<file path="config.mk">
export PLATFORM = sky130hd
export DESIGN_NAME = dma_priority_arb
export DESIGN_NICKNAME = d
export VERILOG_FILES = /design/src/rtl/dma_priority_arb_pkg.sv /design/src/rtl/dma_priority_arb_prio_encode.sv /design/src/rtl/dma_priority_arb.sv
export SDC_FILE = /design/constraint.sdc
export NUM_CORES = 1
export LEC_CHECK = 0
export CAP_MARGIN = 20
export CORE_MARGIN = 8
export CORE_UTILIZATION = 35
export DETAILED_ROUTE_END_ITERATION = 16
export PLACE_DENSITY = 0.84
export SLEW_MARGIN = 20
export SYNTH_ARGS = -nofsm -noshare
export SYNTH_HDL_FRONTEND = slang
export SYNTH_SLANG_ARGS = --single-unit
</file>
<file path="constraint.sdc">
create_clock -name CLK -period 1.65 [get_ports CLK]
set_input_delay 0.33 -clock CLK [delete_from_list [all_inputs] [get_ports CLK]]
set_output_delay 0.33 -clock CLK [all_outputs]
set_load 0.02 [all_outputs]
</file>
<file path="src/rtl/dma_priority_arb_pkg.sv">
// Shared definitions for the 4-channel DMA priority arbiter: channel count,
// arbiter state encoding and commandReg bit positions.
package dmaPkg;

  localparam int NCH = 4;

  localparam int CMD_DISABLE   = 2;
  localparam int CMD_ROTATE    = 4;
  localparam int CMD_DREQ_LOW  = 6;
  localparam int CMD_DACK_HIGH = 7;

  typedef enum logic [1:0] {
    IDLE    = 2'd0,
    REQ     = 2'd1,
    GRANT   = 2'd2,
    RELEASE = 2'd3
  } arb_state_e;

endpackage

</file>
<file path="src/rtl/dma_priority_arb_prio_encode.sv">
// Combinational priority picker: fixed (ch0 first) or rotating starting just
// after the last completed channel.
module dma_prio_encode
  import dmaPkg::*;
(
  input  logic [3:0] eff,
  input  logic       rotate,
  input  logic [1:0] lastCh,
  output logic [1:0] winner,
  output logic       any
);

  logic [1:0] start;
  logic [1:0] idx;
  logic       found;

  always_comb begin
    winner = 2'd0;
    any    = |eff;
    start  = rotate ? (lastCh + 2'd1) : 2'd0;
    idx    = 2'd0;
    found  = 1'b0;
    // Walk the ring from the start position; the first set request wins.
    for (int k = 0; k < NCH; k++) begin
      idx = start + 2'(k);
      if (!found && eff[idx]) begin
        winner = idx;
        found  = 1'b1;
      end
    end
  end

endmodule

</file>
<file path="src/rtl/dma_priority_arb.sv">
// DMA channel arbiter: qualifies DREQ/software requests, negotiates the bus
// with HRQ/HLDA and holds a non-preemptive grant until done or aborted.
module dma_priority_arb #(
  parameter int NCH = 4
) (
  input  logic           CLK,
  input  logic           RESET,
  input  logic [NCH-1:0] dreq,
  input  logic [7:0]     commandReg,
  input  logic [7:0]     requestReg,
  input  logic [7:0]     maskReg,
  input  logic           hlda,
  input  logic           svcDone,
  output logic           hrq,
  output logic [NCH-1:0] dack,
  output logic           grantValid,
  output logic [1:0]     grantCh
);

  import dmaPkg::*;

  arb_state_e     state_q, state_d;
  logic [1:0]     grant_ch_q, grant_ch_d;
  logic [1:0]     last_ch_q, last_ch_d;
  logic [NCH-1:0] eff;
  logic [1:0]     winner;
  logic           any_req;
  logic           dack_on;

  genvar gi;
  generate
    for (gi = 0; gi < NCH; gi++) begin : g_eff
      assign eff[gi] = (((dreq[gi] ^ commandReg[CMD_DREQ_LOW]) & ~maskReg[gi])
                        | requestReg[gi]) & ~commandReg[CMD_DISABLE];
    end
  endgenerate

  dma_prio_encode u_prio (
    .eff    (eff),
    .rotate (commandReg[CMD_ROTATE]),
    .lastCh (last_ch_q),
    .winner (winner),
    .any    (any_req)
  );

  always_ff @(posedge CLK) begin
    if (RESET) begin
      state_q    <= IDLE;
      grant_ch_q <= 2'd0;
      last_ch_q  <= 2'd3;
    end else begin
      state_q    <= state_d;
      grant_ch_q <= grant_ch_d;
      last_ch_q  <= last_ch_d;
    end
  end

  always_comb begin
    state_d    = state_q;
    grant_ch_d = grant_ch_q;
    last_ch_d  = last_ch_q;
    case (state_q)
      IDLE: begin
        if (any_req) state_d = REQ;
      end
      REQ: begin
        if (!any_req) begin
          state_d = IDLE;
        end else if (hlda) begin
          state_d    = GRANT;
          grant_ch_d = winner;
        end
      end
      GRANT: begin
        // Completion wins over a simultaneous hlda drop.
        if (svcDone) begin
          state_d   = RELEASE;
          last_ch_d = grant_ch_q;
        end else if (!hlda) begin
          state_d = RELEASE;
        end
      end
      RELEASE: state_d = IDLE;
      default: state_d = IDLE;
    endcase
  end

  assign hrq        = (state_q == REQ) || (state_q == GRANT);
  assign grantValid = (state_q == GRANT);
  assign grantCh    = grant_ch_q;
  assign dack_on    = commandReg[CMD_DACK_HIGH];

  generate
    for (gi = 0; gi < NCH; gi++) begin : g_dack
      assign dack[gi] = (grantValid && (grant_ch_q == 2'(gi))) ? dack_on : ~dack_on;
    end
  endgenerate

  logic unused_bits;
  assign unused_bits = ^{commandReg[5], commandReg[3], commandReg[1:0],
                         requestReg[7:NCH], maskReg[7:NCH]};

endmodule
</file>
Word level (Yosys, flattened, before mapping)
Cells that the tools add are included.
W data, S select, Z words.
{"block": "totals", "regBits": 6, "out_inout_bits": 8, "wordCells": 85, "inputBits": 32}
{"block": "classes", "n_eq_ne": 9, "n_reduce_logical": 17, "mux": 26, "bitwise": 22, "n_addsub": 4, "magnitude_cmp": 4}
{"operator": "$mux W2", "count": 10}
{"operator": "$lt A2 B3 Y1 const B", "count": 4}
{"operator": "$mux W1", "count": 11}
{"operator": "$and A1 B1 Y1", "count": 8}
{"operator": "$bmux W1 S2", "count": 4}
{"operator": "$eq A2 B2 Y1 const B", "count": 4}
{"operator": "$pmux W2 S4", "count": 1}
{"operator": "$logic_and A1 B1 Y1", "count": 7}
{"operator": "$ne A3 B3 Y1 const B", "count": 2}
{"operator": "$not A1 Y1", "count": 6}
{"operator": "$reduce_and A3 Y1", "count": 2}
{"operator": "$add A2 B1 Y2 const B", "count": 2}
{"operator": "$add A2 B2 Y2 const B", "count": 2}
{"operator": "$eq A2 B1 Y1 const B", "count": 2}
{"operator": "$logic_not A2 Y1", "count": 2}
{"operator": "$or A1 B1 Y1", "count": 4}
{"operator": "$reduce_or A4 Y1", "count": 1}
{"operator": "$xor A1 B1 Y1", "count": 4}
{"operator": "$logic_not A1 Y1", "count": 3}
{"operator": "$ne A2 B2 Y1 const B", "count": 1}
{"operator": "$reduce_and A2 Y1", "count": 1}
{"operator": "$logic_or A1 B1 Y1", "count": 1}

Depth between registers and ports, before layout
{"block": "logic_depth", "ltp_word": 16, "depth_mapped": 7, "depth_no_buf": 7}

Hierarchy
From an unflattened synthesis, not the netlist that was laid out.
{"block": "unflattened", "hier_cells": 118, "area_unflattened_um2": 840.8}
{"module": "dma_priority_arb", "area_per_inst_um2": 469.2, "seq_area_each_um2": 120.1, "n_inst": 1, "cells_each": 61}
{"module": "dma_prio_encode", "area_per_inst_um2": 371.6, "seq_area_each_um2": 0.0, "n_inst": 1, "cells_each": 57}

Least setup slack after synthesis
Ideal clock, no wire load.
{"block": "synth_timing", "path_kind": "flip-flop to output port", "from": "register state_q[0]", "to": "output dack[0]", "t_required_ns": 1.320, "path_buffers": 1, "path_stages_with_launch": 6, "path_slack_ns": -0.138, "arrival_time_ns": 1.458, "path_cell_list": "dfxtp_1 inv_1 ha_1 clkbuf_1 nor3b_1 xnor2_1"}
{"block": "synth_via", "elab_chain_len": 3}
{"element": "from (decl)", "line": "dma_priority_arb.sv:22", "rtl": "arb_state_e state_q, state_d;"}
{"element": "from (signal assigned)", "line": "dma_priority_arb.sv:52", "rtl": "state_q <= state_d;"}
{"element": "$eq A2 B2 Y1", "line": "dma_priority_arb.sv:89", "rtl": "assign grantValid = (state_q == GRANT);"}
{"element": "named net grantValid", "line": "dma_priority_arb.sv:16", "rtl": "output logic grantValid,"}
{"element": "$logic_and A1 B1 Y1", "line": "dma_priority_arb.sv:95", "rtl": "assign dack[gi] = (grantValid && (grant_ch_q == 2'(gi))) ? dack_on : ~dack_on;"}
{"element": "$mux W1", "line": "dma_priority_arb.sv:95"}
{"element": "to (decl)", "line": "dma_priority_arb.sv:15", "rtl": "output logic [NCH-1:0] dack,"}
The timed path passes the listed nets, and every way through them passes these cells.

Final worst setup path
{"block": "layout_timing", "from": "register state_q[0]", "to": "output dack[0]"}
{"block": "layout_via", "elab_chain_len": 3}
{"element": "$eq A2 B2 Y1", "line": "dma_priority_arb.sv:89"}
{"element": "$logic_and A1 B1 Y1", "line": "dma_priority_arb.sv:95"}
{"element": "$mux W1", "line": "dma_priority_arb.sv:95"}
No other way between the ends.

==> flow_metrics.tcl <==
set metrics [dict create \
    timing.final.hold_violations 0 \
    synthesis.area_um2 757 \
    worst_ep_arrival_time_ps 1320 \
    timing_worst_slew_pin_value_ps 279 \
    remaining_drcs 0 \
    grt_pass1_vias 1033 \
    layout_worst_path_cycle_share_pct 100 \
    horiz_die_dim_um 62.5 \
    num_rows 17 \
    critical_path.endpoint_type "output pin" \
    worst-endpoint-required_ps 1320 \
    run_status "complete, but fails checks" \
    drive_above_1_share_pct 59.9 \
    yosys_warnings 0 \
    slew_viol_final 0 \
    diode_insertion_count_for_antenna_repair 0 \
    synth.ff_latch_count 6 \
    i_o_pin_total 40 \
    grt_setup_unrepaired "yes" \
    detail_route.wirelength_um 3120 \
    cts-htree-levels 1 \
    timing.fmax_mhz 605 \
    final_design_area_no_fill_um2 1500 \
    category_of_the_critical_setup_timing_path "register to output pin" \
    cts.clk_slew.worst_paths_ps 50 \
    avgSynthCellArea_um2 8.32 \
    timing.critical_path.from_type "register" \
    dpl-instance-area_um2 1260 \
    coreArea_um2 2130 \
    gpl.final_weighted_congestion 0.915 \
    dominantRegCellSynth "sky130_fd_sc_hd__dfxtp_1" \
    mean_routed_wirelength_per_cell_um 17.8 \
    cts.sinks 6 \
    detailedRoute.firstPassIterationCount 4 \
    cpPeakStageDelay_ps 320 \
    cts_tree "built" \
    critical_path_buf_inv_count 2 \
    static-leakage-power_nw 0.687 \
    final_cell_mix "sky130_fd_sc_hd__buf_4, sky130_fd_sc_hd__dlymetal6s2s_1, sky130_fd_sc_hd__xnor2_2, sky130_fd_sc_hd__nor2_1, sky130_fd_sc_hd__clkdlybuf4s50_1" \
    asyncSetResetFlopFracSynth_pct 0 \
    max_capacitance_violation_count 0 \
    dieHeight_um 62.5 \
    synth_enable_flop_cells 0 \
    worst-path-max-fanout 5 \
    root_buffer "sky130_fd_sc_hd__clkbuf_4" \
    worstPathCellList "inv_2, ha_4, nor3b_4, xnor2_2, buf_4" \
    grt_antenna_before_repair 0 \
    hold_buf_cts 0 \
    overflow 0 \
    failing_checks "setup timing" \
    post-route-min-period_ps 1650 \
    power_density_nw_per_um2 420 \
    max-clock-path-buffers 2 \
    ys_seq_area_share_pct 15.9 \
    antenna_violating_nets_post_route 0 \
    holdCritPathClass "input port to register" \
    skew_ps 0.378 \
    area_growth_syn_to_layout_pct 98.0 \
    setup_violations 1 \
    totalPowerFinal_mw 0.629 \
    timing.max_slew.rel_slack_pct 81.3 \
    clk_latency_ps 240 \
    layout_commonest_cell "sky130_fd_sc_hd__buf_4" \
    hpwlAfterDp_um 2120 \
    vias 970 \
    io_buffers 27 \
    drt_iter0_drc 24 \
    initial_core_util_pct 35.6 \
    routed_via_density 5.54 \
    fp.dieArea_um2 3910 \
    vdd_drop_max_v 0.000490 \
    all_layer_global_routing_usage_pct 14.5 \
    regToRegSetupSlack_ps 50 \
    critical_path.top_delay_family "flip-flops" \
    grt_start_max_net_pins 9 \
    synthesis.instances 91 \
    dpl_worst_slack_ps -700 \
    worst_slack_ps -1.66 \
    tritoncts.num_buffers 3 \
    critical_path.slowest_cell "sky130_fd_sc_hd__dfxtp_2" \
    syn-num-nets 126 \
    final_nets 184 \
    first_pass_grt_wire_length_um 4750 \
    synth_cell_type_count 40 \
]
path summary, 6_finish.rpt:
check                      from         end  cells after the start
setup reg to reg   last_ch_q[0]  grantCh[1]                      6
hold / removal    commandReg[4]  grantCh[1]                      4
setup / recovery     state_q[0]     dack[0]                      5
hold reg to reg        register    register                      3
cell type report:
cell class,count,area (µm²)
clock buffers,3,22.5
fillers,161,628
inverters,5,18.8
multi-input cells,78,828
flip-flops and latches,6,125
well taps,28,35.0
repair buffers,55,469
power by group:
| part | total (mW) | switching (mW) | internal, mW |
|---|---|---|---|
| clock network | 0.138 | 0.0556 | 0.0825 |
| registers | 0.167 | 0.0128 | 0.154 |
| logic | 0.324 | 0.160 | 0.164 |
routing by layer:
metal,vias up,track usage [%],part of all wire (%)
li1,462,-,-
met1,468,14.7,39
met2,32,28.8,54
met3,8,2.69,4.1
met4,0,3.99,3.1
met5,-,0,0
cells by family after synthesis:
family | share of synthesized area, %
compound gates | 40.8
simple gates | 20.7
xor+xnor | 9.26
buf+inv | 4.46
flops | 15.9
mux | 3.97
fa+ha+maj | 4.96
stage by stage:
step	TNS [ps]	util [%]	std cells	hold slack, ps
detailed placement	-4260	59.4	166	594
finish	-1.66	70.5	175	603
CTS	0	65.1	171	627
global placement	-3720	59.4	166	588
global route	-233	70.5	175	637
floorplan	0	-	91	398
Yosys cell counts (2+ instances only):
library cell	instances	share of area, %
sky130_fd_sc_hd__a211oi_1	4	4.0
sky130_fd_sc_hd__a41oi_2	2	4.3
sky130_fd_sc_hd__o21bai_2	2	3.0
sky130_fd_sc_hd__xor2_1	2	2.3
sky130_fd_sc_hd__ha_1	3	5.0
sky130_fd_sc_hd__a211o_1	4	4.6
sky130_fd_sc_hd__and3_1	3	2.5
sky130_fd_sc_hd__xnor2_1	6	6.9
sky130_fd_sc_hd__nand3_1	4	2.6
sky130_fd_sc_hd__dfxtp_1	6	16
sky130_fd_sc_hd__nand2b_1	3	2.5
sky130_fd_sc_hd__nor2_1	10	5.0
sky130_fd_sc_hd__nand2_1	4	2.0
sky130_fd_sc_hd__mux2i_1	3	4.0
sky130_fd_sc_hd__nand4_1	2	1.7
sky130_fd_sc_hd__a21oi_1	5	3.3
sky130_fd_sc_hd__inv_1	5	2.5
worst reg2reg max path, delay by kind of cell (launching register included):
kind / cells / cell delay [ps]
compound gates: 4 / 840
flops: 1 / 350
simple gates: 2 / 320
timing repair:
item                                    CTS  global route
setup buffers                             3             4
gates resized for setup                  60            37
pin swaps                                18            21
endpoints found under the hold margin     0             0
endpoints found under the setup margin   12             9
gates cloned                              0             0
Note: power is estimated with default switching activity, not from simulation.
